==> src/rtl/medidor_frecuencia.sv <==
// medidor_frecuencia: gated frequency meter for slow square waves.
//
// Counts rising edges of sig_in over a window of GATE_CYCLES clk cycles and
// publishes the count on freq with a one-cycle valid pulse. With the default
// parameters the window is 1 s at 50 MHz, so freq reads directly in Hz.
//
// Ports:
//   clk      system clock
//   rst      synchronous reset, active-high
//   sig_in   signal to measure, asynchronous to clk
//   start    request one measurement (sampled in idle only)
//   cont     continuous mode: restart automatically after every result
//   busy     high while measuring or publishing
//   valid    one-cycle pulse when freq/overflow update
//   freq     rising-edge count of the last completed window
//   overflow last completed window saturated the edge counter
module medidor_frecuencia #(
  parameter int unsigned GATE_CYCLES = 50000000,
  parameter int unsigned GW          = 26,
  parameter int unsigned CNT_W       = 26
) (
  input  logic             clk,
  input  logic             rst,
  input  logic             sig_in,
  input  logic             start,
  input  logic             cont,
  output logic             busy,
  output logic             valid,
  output logic [CNT_W-1:0] freq,
  output logic             overflow
);

  typedef enum logic [1:0] {StIdle, StMeasure, StDone} state_e;

  localparam logic [GW-1:0]    GateLast = GW'(GATE_CYCLES - 1);
  localparam logic [CNT_W-1:0] CntMax   = '1;

  state_e           state;
  logic [GW-1:0]    gate_cnt;
  logic [CNT_W-1:0] edge_cnt;
  logic             ovf;

  // Two-flop synchronizer plus one delay stage for edge detection.
  logic s1, s2, s3;
  logic rise;

  logic             cnt_sat;
  logic             cnt_inc;
  logic             ovf_hit;
  logic [CNT_W-1:0] cnt_next;
  logic             ovf_next;

  always_comb begin
    rise     = s2 & ~s3;
    cnt_sat  = (edge_cnt == CntMax);
    cnt_inc  = rise & ~cnt_sat;
    ovf_hit  = rise & cnt_sat;
    cnt_next = edge_cnt + CNT_W'(cnt_inc);
    ovf_next = ovf | ovf_hit;
  end

  always_ff @(posedge clk) begin
    if (rst) begin
      state    <= StIdle;
      gate_cnt <= '0;
      edge_cnt <= '0;
      ovf      <= 1'b0;
      s1       <= 1'b0;
      s2       <= 1'b0;
      s3       <= 1'b0;
      busy     <= 1'b0;
      valid    <= 1'b0;
      freq     <= '0;
      overflow <= 1'b0;
    end else begin
      s1    <= sig_in;
      s2    <= s1;
      s3    <= s2;
      valid <= 1'b0;

      case (state)
        StIdle: begin
          if (start || cont) begin
            gate_cnt <= '0;
            edge_cnt <= '0;
            ovf      <= 1'b0;
            busy     <= 1'b1;
            state    <= StMeasure;
          end
        end

        StMeasure: begin
          edge_cnt <= cnt_next;
          ovf      <= ovf_next;
          if (gate_cnt == GateLast) begin
            // The last gate cycle's rise is included in the published count.
            freq     <= cnt_next;
            overflow <= ovf_next;
            valid    <= 1'b1;
            state    <= StDone;
          end else begin
            gate_cnt <= gate_cnt + GW'(1);
          end
        end

        StDone: begin
          // A rise seen here belongs to no window: counters are cleared below.
          if (cont) begin
            gate_cnt <= '0;
            edge_cnt <= '0;
            ovf      <= 1'b0;
            state    <= StMeasure;
          end else begin
            busy  <= 1'b0;
            state <= StIdle;
          end
        end

        default: begin
          busy  <= 1'b0;
          state <= StIdle;
        end
      endcase
    end
  end

endmodule
==> config.mk <==
export PLATFORM = sky130hd
export DESIGN_NAME = medidor_frecuencia
export DESIGN_NICKNAME = d
export VERILOG_FILES = /design/src/rtl/medidor_frecuencia.sv
export SDC_FILE = /design/constraint.sdc
export NUM_CORES = 1
export LEC_CHECK = 0
export BUFFER_PORTS_ARGS = -buffer_cell sky130_fd_sc_hd__buf_2
export CAP_MARGIN = 25
export CORE_MARGIN = 1.5
export CORE_UTILIZATION = 30
export CTS_BUF_LIST = sky130_fd_sc_hd__clkbuf_2
export DETAILED_ROUTE_END_ITERATION = 12
export PLACE_DENSITY = 0.54
export SYNTH_ARGS = -nofsm -noshare
export SYNTH_HDL_FRONTEND = slang
export SYNTH_SLANG_ARGS = --single-unit
==> constraint.sdc <==
create_clock -name clk -period 3.4 [get_ports clk]
set_input_delay 0.34 -clock clk [delete_from_list [all_inputs] [get_ports clk]]
set_output_delay 0.34 -clock clk [all_outputs]
set_load 0.02 [all_outputs]
==> results.yml, run 1 <==
global_routing:
  antenna_found_initial: 2
  grt_max_degree: 40
  grtUsageTotal_pct: 15.05
  grt_pass1_wl_um: 17860
  gr-total-overflow: 0
  grt_pass1_vias: 3594
critical_path:
  reg2reg_to: "freq[10]"
  path_max_fanout: 7
  crit_path_end_kind: "flop"
  r2r_start: "edge_cnt[20]"
  start_kind: "flop"
  critical_path_arrival_ps: 3500
  path_class: "reg -> reg"
  cp_slowest_stage_delay_ps: 410
  ff2ff_path_depth: 11
  rrSetupSlack_ps: 430
  path_cells: "and4_1 -> and4_1 -> and3_1 -> nor3b_1 -> ha_1 -> ha_1 -> nand4_1 -> nor2_1 -> nand3_1 -> xor2_1 -> a211oi_1"
  cp_slowest_cell: "dfxtp_1"
  critPathRequiredTime_ps: 3930
clock_network:
  worstSkewPairLatency_ps: 600
  cts_setup_buffers: 0
  clockRootBuffer: "clkbuf_2"
  cts_buffer_depth: 2
  ctsHoldBuffers: 1
  cts_sinks: 87
  cts_tree: "done"
  clk_pin_slew_ps: 240
  cts_made_buffers: 9
  htree_levels: 3
  cts_resized: 0
synthesis:
  ys_dominant_reg_cell: "dfxtp_1"
  yosysMostFrequentCell: "dfxtp_1"
  synth_edf_count: 0
  ys_seq_area_share_pct: 40.14
  syn_area_um2: 4339
  synth_top_cells_by_area: "dfxtp_1 (40%), o21ai_0 (5.5%), a211oi_2 (4.0%)"
  synth_common_cells: "dfxtp_1 (87), o21ai_0 (48), nor2_1 (44), nand2_1 (41), a31oi_1 (28)"
  synth_seq_cells: 87
  avgSynthCellArea_um2: 8.508
  synth_cell_type_count: 56
  yosysTopAreaCellShare_pct: 40.14
  synth_largest_area_cell: "dfxtp_1"
  synth.yosys.warnings: 0
  synth_nets: 518
  async_reset_ff_share_pct: 0
  postSynthCellCount: 510
detailed_routing:
  drt_wl_total_um: 10720
  wirelength_met1_um: 5447
  met2_length_um: 4656
  vias_per_cell: 5.348
  top_layer: "met4"
  vias: 3845
  drtAntennaViolNets: 0
  drt_first_pass_iters: 5
  drc: 0
  drtIter0Drc: 312
  met3_length_um: 457
  wl_per_cell_um: 14.91
place:
  routabilityCongestion: 0.8242
  post-dp-hpwl_um: 7207
  io_buffers: 33
  placedCellCount: 699
floorplan:
  rows: 43
  coreArea_um2: 13990
  chipHeight_um: 123.3
  die_w_um: 123.3
  io_pins: 34
  dieArea_um2: 15190
  initial_core_util_pct: 31.02
pwr:
  p_switching_mw: 0.4521
  swShare_pct: 25.84
  p_total_mw: 1.750
  power.internal_mw: 1.298
  powerDensity_nw_per_um2: 361.8
  combPwrFrac_pct: 5.6
  seqPwrFrac_pct: 59.4
  max-vdd-ir-drop_mv: 0.1788
  p_leak_nw: 1.691
  power_frac_clock_pct: 35.0
hold_path:
  worst_hold_path.num_cells: 5
  worstHoldPathType: "in -> reg"
  worst_hold_startpoint: "cont"
  holdPathEnd: "busy"
sta:
  clock-skew-final_ps: 21.42
  worst-slew-pin-transition_ps: 826.8
  setup_tns_ps: 0
  finalHoldViolations: 0
  fmax_ghz: 0.3371
  fin_crit_sh_pct: 87.24
  period_needed_ps: 2966
  slew_headroom_pct: 44.37
  slew_viol_final: 0
  rsz0062_at_grt: "no"
  setup_viol: 0
final_layout:
  final-instance-count-excl-fill: 719
  final_util_pct: 34.58
  area_growth_pct: 11.48
  drive_gt1_share_pct: 16.39
  nets: 540
run_status:
  outcome: "completed"
job:
  max_cap_violations: 0
-- metal layers --
metal  global-route usage, %  vias up
met5                       0        -
li1                        -     1935
met3                   3.090       11
met4                   6.681        0
met2                   22.22       87
met1                   21.10     1812
-- worst max-delay path by stage --
stage / start / end / slack, ps / cells past startpoint
after floorplan: edge_cnt[20] / freq[16] / 670 / 12
after global placement: edge_cnt[20] / freq[10] / 620 / 11
after detailed placement: edge_cnt[20] / freq[10] / 520 / 11
after CTS: edge_cnt[20] / freq[10] / 450 / 11
after global routing: edge_cnt[20] / freq[10] / 140 / 11
final: edge_cnt[20] / freq[10] / 430 / 11
-- per-stage QoR --
step           hold WS [ps]  area, um2  worst slack, ps
2_1_floorplan         413.8       4339            669.8
3_3_place_gp          429.6       4662            616.9
3_5_place_dp          436.8       4662            515.4
4_1_cts               95.53       4805            445.7
5_1_grt               126.4       4837            135.1
6_report              131.3       4837            433.7
-- cell families (layout without fill, tap and decap cells) --
logic type               after synthesis  in the layout  share of synthesized area (%)
buffers and inverters                 45             72                          4.844
flip-flops                            87             87                          40.14
AND/OR/NAND/NOR                      192            192                          24.19
adder cells (fa/ha/maj)                3              3                         0.8651
XOR/XNOR                              24             24                          4.844
multiplexers                           3              3                         0.6921
other                                  0              2                              0
AO/OA/AOI/OAI                        156            156                          24.42
-- cells in the final DEF, fill, tap and decap left out, drive strengths merged, types with 3 or more instances in the layout --
| master | Yosys | routed |
|---|---|---|
| clkbuf | 21 | 9 |
| a31oi | 28 | 28 |
| a211oi | 25 | 25 |
| nand3 | 23 | 23 |
| nand4 | 18 | 18 |
| nor2 | 44 | 44 |
| ha | 3 | 3 |
| nor2b | 4 | 4 |
| mux2i | 3 | 3 |
| o31ai | 16 | 16 |
| and2 | 4 | 4 |
| nand2 | 41 | 41 |
| buf | 15 | 46 |
| dfxtp | 87 | 87 |
| xor2 | 17 | 17 |
| nor3 | 12 | 12 |
| xnor2 | 7 | 7 |
| and4 | 6 | 6 |
| inv | 9 | 9 |
| clkinv | 0 | 3 |
| o21ai | 48 | 48 |
| a21oi | 21 | 21 |
| nor4b | 3 | 3 |
| and3 | 17 | 17 |
| nor4 | 7 | 7 |
-- worst max-delay path, delay by kind of cell (launching register included) --
kind	cells	cell delay (ps)
DFF	1	410
adders and majority gates	2	480
AOI/OAI and AO/OA	1	220
and+or+nand+nor	7	1600
xor gates and xnor gates	1	170
-- state kept, by name, indices dropped and copies added (netlist names) --
register / cells
busy: 1
edge_cnt: 26
freq: 26
gate_cnt: 26
overflow: 1
ovf: 1
s1: 1
s2: 1
s3: 1
state: 2
valid: 1
-- power groups by stage --
stage	sequential [mW]	combinational [mW]	clock, mW
after floorplan	1.06	0.0638	0
after global placement	1.06	0.0919	0
after detailed placement	1.06	0.0936	0
after CTS	1.04	0.0950	0.636
after global routing	1.04	0.110	0.685
final	1.04	0.0983	0.613
-- cell type report --
| class | instances | area (um2) |
|---|---|---|
| antenna | 2 | 5.005 |
| clock buffer | 9 | 45.04 |
| clock inverter | 7 | 87.58 |
| fill | 1478 | 9151 |
| inverter | 9 | 33.78 |
| multi-input combinational | 378 | 2394 |
| sequential | 87 | 1742 |
| tap | 180 | 225.2 |
| timing repair buffer | 47 | 305.3 |
(Power assumes the default switching activity.)
==> inputs of run 2 (changes only) <==
--- a/config.mk
+++ b/config.mk
@@ -6,12 +6,11 @@
 export NUM_CORES = 1
 export LEC_CHECK = 0
 export BUFFER_PORTS_ARGS = -buffer_cell sky130_fd_sc_hd__buf_2
-export CAP_MARGIN = 25
-export CORE_MARGIN = 1.5
-export CORE_UTILIZATION = 30
+export CORE_MARGIN = 3
+export CORE_UTILIZATION = 62
 export CTS_BUF_LIST = sky130_fd_sc_hd__clkbuf_2
 export DETAILED_ROUTE_END_ITERATION = 12
-export PLACE_DENSITY = 0.54
+export PLACE_DENSITY = 0.9
 export SYNTH_ARGS = -nofsm -noshare
 export SYNTH_HDL_FRONTEND = slang
 export SYNTH_SLANG_ARGS = --single-unit
==> results.yml, run 2 (synthesis gave the netlist of run 1 again) <==
global_routing:
  antenna_found_initial: 0
  grt_max_degree: 40
  grt_pass1_wl_um: 16560
  grt_pass1_vias: 3527
  grtUsageTotal_pct: 26.18
  gr-total-overflow: 0
sta:
  finalHoldViolations: 0
  slew_headroom_pct: 36.35
  fin_ws_ps: 342.7
  slew_viol_final: 0
  setup_tns_ps: 0
  fmax_ghz: 0.3271
  rsz0062_at_grt: "no"
  fin_crit_sh_pct: 89.92
  worst-slew-pin-transition_ps: 946.1
  period_needed_ps: 3057
  setup_viol: 0
  clock-skew-final_ps: 25.60
pwr:
  power.internal_mw: 1.161
  seqPwrFrac_pct: 65.4
  p_leak_nw: 1.680
  power_frac_clock_pct: 28.7
  max-vdd-ir-drop_mv: 0.2408
  swShare_pct: 26.84
  powerDensity_nw_per_um2: 342.1
  combPwrFrac_pct: 5.8
  p_switching_mw: 0.4260
  p_total_mw: 1.587
floorplan:
  coreArea_um2: 6568
  dieArea_um2: 8038
  initial_core_util_pct: 66.07
  rows: 29
  chipHeight_um: 89.66
  die_w_um: 89.66
  io_pins: 34
detailed_routing:
  drt_wl_total_um: 9908
  drc: 0
  vias: 3980
  drtAntennaViolNets: 0
  drt_first_pass_iters: 5
  drtIter0Drc: 328
  vias_per_cell: 6.338
  wl_per_cell_um: 15.78
clock_network:
  worstSkewPairLatency_ps: 560
  cts_made_buffers: 9
  clk_pin_slew_ps: 220
  clockRootBuffer: "clkbuf_2"
  cts_tree: "done"
  cts_sinks: 87
  htree_levels: 3
  cts_buffer_depth: 2
critical_path:
  critPathTopFamily: "simple AND/OR/NAND/NOR gates"
  crit_path_end_kind: "flop"
  crit_buf_inv: 0
  path_class: "reg -> reg"
  critPathRequiredTime_ps: 3900
  path_max_fanout: 7
  cp_slowest_stage_delay_ps: 410
  start_kind: "flop"
  cp_slowest_cell: "dfxtp_1"
  critical_path_arrival_ps: 3550
  path_cells: "and4_1 -> and4_1 -> and3_1 -> nor3b_1 -> ha_1 -> ha_1 -> nand4_1 -> nor4_4 -> nand3_1 -> xor2_1 -> a211oi_2"
final_layout:
  n_fill_cell: 522
  drive_gt1_share_pct: 16.45
  nets: 538
  final_cell_mix: "dfxtp_1 (87), o21ai_0 (48), nor2_1 (44)"
  final-instance-count-excl-fill: 628
  top_regs: "edge_cnt (26), freq (26), gate_cnt (26)"
  area_growth_pct: 6.920
  final_common_cell: "dfxtp_1"
  diodes: 0
place:
  post-dp-hpwl_um: 6835
  routabilityCongestion: 0.9508
  io_buffers: 33
  place_ws_ps: 323.2
  placedCellCount: 612
job:
  max_cap_violations: 0
hold_path:
  worstHoldPathType: "in -> reg"
run_status:
  outcome: "completed"
[run 2: worst paths after layout]
| path | start | end | slack, ps | cells after the start |
|---|---|---|---|---|
| max | edge_cnt[20] | freq[16] | 340 | 11 |
| min | sig_in | s1 | 20 | 2 |
| max reg2reg | edge_cnt[20] | freq[16] | 340 | 11 |
| min reg2reg | s1 | s2 | 490 | 1 |
[run 2: routing by layer]
metal	track usage (%)	share of wire, %	up-vias
met1	36.38	45	1863
met3	4.562	7.5	20
met4	10.96	1.9	0
met5	0	0	-
li1	-	-	1935
met2	40.16	45	162
[run 2: area by class of cell]
type | instances | area, um2 | share of cell area, %
clock buffers | 11 | 55.05 | 1.187
clock inverters | 5 | 35.03 | 0.7551
inverters | 9 | 33.78 | 0.7282
multi-input cells | 378 | 2402 | 51.78
flip-flops and latches | 87 | 1742 | 37.54
well taps | 93 | 116.4 | 2.508
repair buffers | 45 | 255.2 | 5.502
[run 2: through the flow]
step | utilization [%] | hold slack, ps | instance area [um2]
6_report | 70.64 | 15.64 | 4639
5_1_grt | 70.64 | 34.43 | 4639
3_5_place_dp | 69.14 | 462.8 | 4541
4_1_cts | 70.51 | 5.858 | 4631
3_3_place_gp | 69.14 | 431.7 | 4541
2_1_floorplan | - | 413.8 | 4339
[run 2: power groups by stage]
stage	clock [mW]	combinational (mW)	sequential (mW)
detailed placement	0	0.0908	1.06
global placement	0	0.0881	1.06
floorplan	0	0.0638	1.06
CTS	0.459	0.0914	1.04
finish	0.456	0.0927	1.04
global route	0.500	0.102	1.04
[run 2: repair_timing]
| action | CTS | global route |
|---|---|---|
| endpoints found under the setup margin | 0 | 1 |
| gates resized for setup | 0 | 1 |
| setup buffers | 0 | 0 |
| hold buffers | 0 | 0 |
| hold endpoints to repair | 0 | 0 |
[run 2: worst register-to-register path, stage by stage (launching register included)]
cell	delay (ps)
dfxtp_1	410
and4_1	280
and4_1	260
and3_1	180
nor3b_1	230
ha_1	210
ha_1	280
nand4_1	230
nor4_4	340
nand3_1	190
xor2_1	190
a211oi_2	210
